File: src/rtl/bloons_cursor_tracker_pkg.sv
// Shared definitions for the cursor/tower-placement stage.
//   - fsm_state_t : placement FSM states (IDLE / ARMED / REQ)
//   - HID_KEY_*   : USB HID keycodes for tower select, place and cancel
//   - SCREEN_W/H  : default screen geometry feeding the top-level parameters
//   - tower_of_key: maps a keycode to tower number 1..3, or 0 if not a tower key
package bloons_cursor_tracker_pkg;

  typedef enum logic [1:0] {
    ST_IDLE  = 2'd0,
    ST_ARMED = 2'd1,
    ST_REQ   = 2'd2
  } fsm_state_t;

  localparam int SCREEN_W = 640;
  localparam int SCREEN_H = 480;

  localparam logic [7:0] HID_KEY_1      = 8'h1E;
  localparam logic [7:0] HID_KEY_2      = 8'h1F;
  localparam logic [7:0] HID_KEY_3      = 8'h20;
  localparam logic [7:0] HID_KEY_SPACE  = 8'h2C;
  localparam logic [7:0] HID_KEY_ESCAPE = 8'h29;

  function automatic logic [1:0] tower_of_key(input logic [7:0] key,
                                              input logic [7:0] key_t1,
                                              input logic [7:0] key_t2,
                                              input logic [7:0] key_t3);
    logic [1:0] tower;
    tower = 2'd0;
    if (key == key_t1)      tower = 2'd1;
    else if (key == key_t2) tower = 2'd2;
    else if (key == key_t3) tower = 2'd3;
    return tower;
  endfunction

endpackage

File: src/rtl/bloons_cursor_tracker_axis_accumulator.sv
// One cursor axis: on each enabled cycle the 32-bit signed delta is
// saturated to +/-MAX_STEP, added to the current position in signed 12-bit
// arithmetic and clamped to [0, RANGE-1]. Otherwise the position holds.
// Ports:
//   i_clk, i_rst_n : clock, synchronous active-low reset (loads RESET_POS)
//   i_en           : frame pulse; applies one delta step
//   i_delta        : signed two's-complement delta
//   o_pos          : registered 10-bit position
module axis_accumulator #(
  parameter int RANGE     = 640,
  parameter int MAX_STEP  = 32,
  parameter int RESET_POS = 320
) (
  input  logic        i_clk,
  input  logic        i_rst_n,
  input  logic        i_en,
  input  logic [31:0] i_delta,
  output logic [9:0]  o_pos
);

  localparam logic signed [31:0] STEP_HI = MAX_STEP;
  localparam logic signed [31:0] STEP_LO = -MAX_STEP;
  localparam logic signed [11:0] POS_MAX = 12'(RANGE - 1);
  localparam logic [9:0]         POS_RST = 10'(RESET_POS);

  logic [9:0]         r_pos;
  logic signed [31:0] w_delta_s;
  logic signed [11:0] w_step;
  logic signed [11:0] w_sum;
  logic [9:0]         w_pos_next;

  assign w_delta_s = i_delta;

  // Saturating first keeps the sum well inside 12-bit signed range
  // (worst case -MAX_STEP .. RANGE-1+MAX_STEP), so no wrap is possible.
  always_comb begin
    w_step = w_delta_s[11:0];
    if (w_delta_s > STEP_HI)      w_step = STEP_HI[11:0];
    else if (w_delta_s < STEP_LO) w_step = STEP_LO[11:0];
  end

  assign w_sum = $signed({2'b00, r_pos}) + w_step;

  always_comb begin
    w_pos_next = w_sum[9:0];
    if (w_sum < 12'sd0)        w_pos_next = 10'd0;
    else if (w_sum > POS_MAX)  w_pos_next = POS_MAX[9:0];
  end

  always_ff @(posedge i_clk) begin
    if (!i_rst_n)  r_pos <= POS_RST;
    else if (i_en) r_pos <= w_pos_next;
  end

  assign o_pos = r_pos;

endmodule

File: src/rtl/bloons_cursor_tracker.sv
// Cursor and tower-placement stage fed by the SoC PIO exports.
//   - Two axis_accumulator instances turn per-frame mouse deltas into a
//     clamped cursor position, updated only on frame_start.
//   - A keycode edge detector produces one event per new non-zero key.
//   - A placement FSM (IDLE/ARMED/REQ) selects a tower and raises place_req
//     with a frozen payload until place_ack.
// Handshake: place_req rises the cycle after a PLACE event and stays high,
// with place_x/place_y/place_tower stable, until the cycle after place_ack
// is sampled high. place_ack outside REQ is ignored.
// Ports:
//   clk_clk, reset_reset_n      : clock, synchronous active-low reset
//   x_displacement/y_displacement: signed per-frame deltas (+y is down)
//   keycode                     : current HID keycode, 0 = none
//   frame_start                 : vsync pulse, applies the deltas once
//   place_ack                   : game logic accepted the placement
//   cursor_x/cursor_y           : cursor position
//   sel_tower                   : selected tower, 0 = none
//   place_req, place_x/y/tower  : placement request and payload
//   fsm_state                   : current FSM state (debug)
module bloons_cursor_tracker
  import bloons_cursor_tracker_pkg::*;
#(
  parameter int         H_RES      = SCREEN_W,
  parameter int         V_RES      = SCREEN_H,
  parameter int         MAX_STEP   = 32,
  parameter logic [7:0] KEY_T1     = HID_KEY_1,
  parameter logic [7:0] KEY_T2     = HID_KEY_2,
  parameter logic [7:0] KEY_T3     = HID_KEY_3,
  parameter logic [7:0] KEY_PLACE  = HID_KEY_SPACE,
  parameter logic [7:0] KEY_CANCEL = HID_KEY_ESCAPE
) (
  input  logic        clk_clk,
  input  logic        reset_reset_n,
  input  logic [31:0] x_displacement,
  input  logic [31:0] y_displacement,
  input  logic [7:0]  keycode,
  input  logic        frame_start,
  input  logic        place_ack,
  output logic [9:0]  cursor_x,
  output logic [9:0]  cursor_y,
  output logic [1:0]  sel_tower,
  output logic        place_req,
  output logic [9:0]  place_x,
  output logic [9:0]  place_y,
  output logic [1:0]  place_tower,
  output logic [1:0]  fsm_state
);

  logic [9:0] w_cursor_x;
  logic [9:0] w_cursor_y;

  axis_accumulator #(
    .RANGE    (H_RES),
    .MAX_STEP (MAX_STEP),
    .RESET_POS(H_RES / 2)
  ) u_axis_x (
    .i_clk  (clk_clk),
    .i_rst_n(reset_reset_n),
    .i_en   (frame_start),
    .i_delta(x_displacement),
    .o_pos  (w_cursor_x)
  );

  axis_accumulator #(
    .RANGE    (V_RES),
    .MAX_STEP (MAX_STEP),
    .RESET_POS(V_RES / 2)
  ) u_axis_y (
    .i_clk  (clk_clk),
    .i_rst_n(reset_reset_n),
    .i_en   (frame_start),
    .i_delta(y_displacement),
    .o_pos  (w_cursor_y)
  );

  // Key edge detector: a held key produces exactly one event.
  logic [7:0] r_prev_key;
  logic       w_key_evt;
  logic [1:0] w_key_tower;

  assign w_key_evt   = (keycode != r_prev_key) && (keycode != 8'd0);
  assign w_key_tower = tower_of_key(keycode, KEY_T1, KEY_T2, KEY_T3);

  fsm_state_t r_state, w_state_next;
  logic [1:0] r_sel, w_sel_next;
  logic       r_req, w_req_next;
  logic [9:0] r_px, w_px_next;
  logic [9:0] r_py, w_py_next;
  logic [1:0] r_pt, w_pt_next;

  always_ff @(posedge clk_clk) begin
    if (!reset_reset_n) begin
      r_state    <= ST_IDLE;
      r_prev_key <= 8'd0;
      r_sel      <= 2'd0;
      r_req      <= 1'b0;
      r_px       <= 10'd0;
      r_py       <= 10'd0;
      r_pt       <= 2'd0;
    end else begin
      r_state    <= w_state_next;
      r_prev_key <= keycode;
      r_sel      <= w_sel_next;
      r_req      <= w_req_next;
      r_px       <= w_px_next;
      r_py       <= w_py_next;
      r_pt       <= w_pt_next;
    end
  end

  always_comb begin
    w_state_next = r_state;
    w_sel_next   = r_sel;
    w_req_next   = r_req;
    w_px_next    = r_px;
    w_py_next    = r_py;
    w_pt_next    = r_pt;
    case (r_state)
      ST_IDLE: begin
        if (w_key_evt && (w_key_tower != 2'd0)) begin
          w_sel_next   = w_key_tower;
          w_state_next = ST_ARMED;
        end
      end
      ST_ARMED: begin
        if (w_key_evt) begin
          if (w_key_tower != 2'd0) begin
            w_sel_next = w_key_tower;
          end else if (keycode == KEY_CANCEL) begin
            w_sel_next   = 2'd0;
            w_state_next = ST_IDLE;
          end else if (keycode == KEY_PLACE) begin
            // Payload takes the registered cursor, i.e. the position before
            // any frame update happening in this same cycle.
            w_px_next    = w_cursor_x;
            w_py_next    = w_cursor_y;
            w_pt_next    = r_sel;
            w_req_next   = 1'b1;
            w_state_next = ST_REQ;
          end
        end
      end
      ST_REQ: begin
        if (place_ack) begin
          w_req_next   = 1'b0;
          w_sel_next   = 2'd0;
          w_state_next = ST_IDLE;
        end
      end
      default: begin
        w_req_next   = 1'b0;
        w_sel_next   = 2'd0;
        w_state_next = ST_IDLE;
      end
    endcase
  end

  assign cursor_x    = w_cursor_x;
  assign cursor_y    = w_cursor_y;
  assign sel_tower   = r_sel;
  assign place_req   = r_req;
  assign place_x     = r_px;
  assign place_y     = r_py;
  assign place_tower = r_pt;
  assign fsm_state   = r_state;

endmodule

File: config.mk
export PLATFORM = sky130hd
export DESIGN_NAME = bloons_cursor_tracker
export DESIGN_NICKNAME = d
export VERILOG_FILES = /design/src/rtl/bloons_cursor_tracker_pkg.sv /design/src/rtl/bloons_cursor_tracker_axis_accumulator.sv /design/src/rtl/bloons_cursor_tracker.sv
export SDC_FILE = /design/constraint.sdc
export NUM_CORES = 1
export LEC_CHECK = 0
export BUFFER_PORTS_ARGS = -buffer_cell sky130_fd_sc_hd__buf_4
export CAP_MARGIN = 20
export CORE_ASPECT_RATIO = 1.2
export CORE_MARGIN = 5
export CORE_UTILIZATION = 55
export DETAILED_ROUTE_END_ITERATION = 10
export PLACE_DENSITY_LB_ADDON = 0.3
export SETUP_SLACK_MARGIN = 0.4
export SYNTH_ARGS = -nofsm -noshare
export SYNTH_HDL_FRONTEND = slang
export SYNTH_SLANG_ARGS = --single-unit
export TNS_END_PERCENT = 100
File: constraint.sdc
create_clock -name clk_clk -period 9.27 [get_ports clk_clk]
set_input_delay 0.4635 -clock clk_clk [delete_from_list [all_inputs] [get_ports clk_clk]]
set_output_delay 0.4635 -clock clk_clk [all_outputs]
set_load 0.01 [all_outputs]
==> out/qor.txt <==
RSZ-0062 raised after global routing: no
Predominant post-synthesis flop cell: dfxtp_1
TritonCTS clock tree: done
Synth warn: 0
Synth Register Bits: 55
Status: finished clean
GP Congestion: 0.890
Cts hold-fix bufs: 0
Hold Crit Class: input pin to flop
Vias in the first global route: 3520
Avg Inst Size Synth: 8.27 µm²
Final wirelength: 9.39 mm
Pins Over Slew Limit: 0
R2R Setup Slk: 6.70 ns
Post-synthesis compound-gate area fraction: 18.3%
Worst setup EP type: flop
Synth Area in XOR/XNOR: 6.15%
Drt initial violations: 192
Mux share of post-synthesis cell area: 6.79%
Reg2reg end: u_axis_y.o_pos[5]
# placed instances: 612
Fin crit share: 37.4%
Fmax: 289 MHz
Simple-gate share of the synthesized area: 25.3%
Die Area: 8140 µm²
Synth Area in Adders: 8.20%
Crit path launch: y_displacement[0]
Port buffer count: 122
Site row count: 32
Setup Buffers After CTS: 0
CTS root buf: clkbuf_8
Post-synthesis net count: 526
Post-CTS sizing: 0
# H-tree levels: 2
Final setup violation count: 0
Clk_lat worst skew: 0.30 ns
Routed vias/inst: 5.76
Met1 Wirelength: 3.83 mm
Synth async-reset ratio: 0%
Worst Reg-to-Reg Cells: 10
Distinct cells, synth: 59
Core Region: 6370 µm²
Initial antenna violation count: 0
Die Span Y: 97.9 µm
EDFF count, synth: 0
GR Util All Layers: 22.0%
Hold Startpoint: keycode[7]
Antenna Nets Post-Route: 0
PD cells: 122 nW/µm²
CTS Sinks: 55
Crit path arrival time: 3.66 ns
GRT overflow: 0
Post-layout minimum cycle time: 3.47 ns
DRT Pass-1 Iters: 4
Critical Path End: u_axis_y.o_pos[5]
Setup Skew: 0.00743 ns
Wire length on met3: 506 µm
Detailed placement HPWL: 7.51 mm
Rel. slew slack: 47.2%
Layout area overhead: 29.3%
Most frequent cells in the layout: buf_4 (122), dfxtp_1 (55), nor2_1 (47)
Mapped Cells: 428
Nets@finish: 633
IO Count: 123
Reg2reg start: u_axis_y.o_pos[0]
CP Data Required Time: 9.46 ns
Via count: 3580
Starting Density: 55.6%
TritonCTS Buffers: 5
Final Hold Viols: 0
Ant diodes: 0
Max layer used: met4
CTS Buffer Depth: 2
Nature of the critical path startpoint: input pin
P_leak: 0.00214 µW
Drt drc: 0
Slew @ Worst Pin: 0.792 ns
Routed length on met2: 4.95 mm
Final cell count without fillers: 621
Drt wl/cell: 15.1 µm
Sequential fraction of the synthesis area: 31.1%
Die width: 83.2 µm
VDD IR-drop max: 0.0632 mV
Mapped Area: 3540 µm²
Commonest non-fill, non-tap cell in the layout: buf_4
Setup_tns: 0 ns
Max cap viols: 0
First-pass GRT wire length: 15.3 mm
Largest family of logic cells by synthesized area: simple AND/OR/NAND/NOR gates
Layout cell share with drive strength beyond 1: 25.9%
Crit-path max FO: 5
CTS clk-pin slew, worst paths: 0.10 ns
Largest net degree at the start of global routing: 39
CP Class: input pin to flop
## worst min path at each step
| stage | endpoint | slack [ns] | depth (start not counted) |
|---|---|---|---|
| 2_1_floorplan | place_req | 0.48 | 2 |
| 3_3_place_gp | place_req | 0.45 | 2 |
| 3_5_place_dp | place_req | 0.46 | 2 |
| 4_1_cts | r_prev_key[7] | 0.40 | 2 |
| 5_1_grt | r_prev_key[7] | 0.40 | 2 |
| 6_report | r_prev_key[7] | 0.40 | 2 |
## final cells by class
type / count / area, µm²
sequential: 55 / 1100
timing repair buffer: 123 / 943
tap: 85 / 106
clock buffer: 6 / 72.6
inverter: 13 / 48.8
clock inverter: 2 / 12.5
fill: 511 / 1790
multi-input combinational: 337 / 2290
## through the flow
step | hold WS (ns) | total power [µW] | instance area [µm²] | setup slack, ns | util [%]
6_report | 0.399 | 560 | 4580 | 5.80 | 71.9
5_1_grt | 0.401 | 590 | 4580 | 5.64 | 71.9
3_5_place_dp | 0.464 | 436 | 4460 | 5.49 | 70.1
4_1_cts | 0.397 | 560 | 4550 | 5.81 | 71.4
2_1_floorplan | 0.481 | 368 | 3540 | 5.86 | -
3_3_place_gp | 0.449 | 431 | 4460 | 5.62 | 70.1
## metal layers
metal / vias to the layer above / track usage [%]
li1: 1781 / -
met3: 12 / 3.80
met4: 0 / 6.42
met5: - / 0
met1: 1659 / 25.3
met2: 128 / 41.2
## cell usage after synthesis (all sizes together), types with 2 or more instances
cell    count  area, µm²
a32oi       4       35.0
o21ai      25        136
xor2       12        105
inv        13       48.8
nor4       18        119
and4        2       17.5
a21o        5       37.5
a311oi      3       26.3
mux2i      24        240
nand4      15       93.8
clkbuf     17       63.8
nor2b      10       62.6
nand2      23       86.3
o21a        6       45.0
nor3        7       40.0
dfxtp      55       1100
o31a        2       17.5
or4         2       15.0
a41oi       2       17.5
buf         6       33.8
a22o        3       26.3
nor2       48        183
and3        3       18.8
or3         4       25.0
a221o       2       20.0
xnor2      12        113
ha         20        250
nand2b      5       31.3
fa          2       40.0
or2         2       12.5
nand3       9       50.1
and2       18        115
a21oi      24        120
o31ai       3       22.5
a31oi       9       56.3
## cell families (layout without fill, tap and decap cells)
| kind of cell | after synthesis | in the layout |
|---|---|---|
| simple gates | 169 | 169 |
| buf+inv | 36 | 144 |
| xor+xnor | 24 | 24 |
| mux | 24 | 24 |
| compound gates | 98 | 98 |
| flops | 55 | 55 |
| fa+ha+maj | 22 | 22 |
## worst max-delay path, cell delays in order
cell	delay, ns
buf_4	0.11
or4_1	0.50
o21ai_0	0.16
a22o_1	0.22
and2_1	0.16
ha_1	0.16
inv_1	0.05
fa_1	0.40
nor2b_1	0.16
o31a_1	0.22
a41oi_1	0.20
xnor2_1	0.23
and4_1	0.28
nor2_2	0.06
a221o_1	0.28
## flip-flops by register name, indices dropped and copies added, names as in the netlist
name            cells
u_axis_x.o_pos     10
fsm_state           2
r_prev_key          8
sel_tower           2
place_tower         2
u_axis_y.o_pos     10
place_y            10
place_req           1
place_x            10
## report_power, final
part | switching [µW] | leakage [µW] | internal [µW]
logic | 88.1 | 0.00165 | 82.5
clock network | 73.9 | 0.0000412 | 53.0
registers | 14.6 | 0.000449 | 248
total | 177 | 0.00214 | 384
Note: power is estimated with default switching activity, not from simulation.
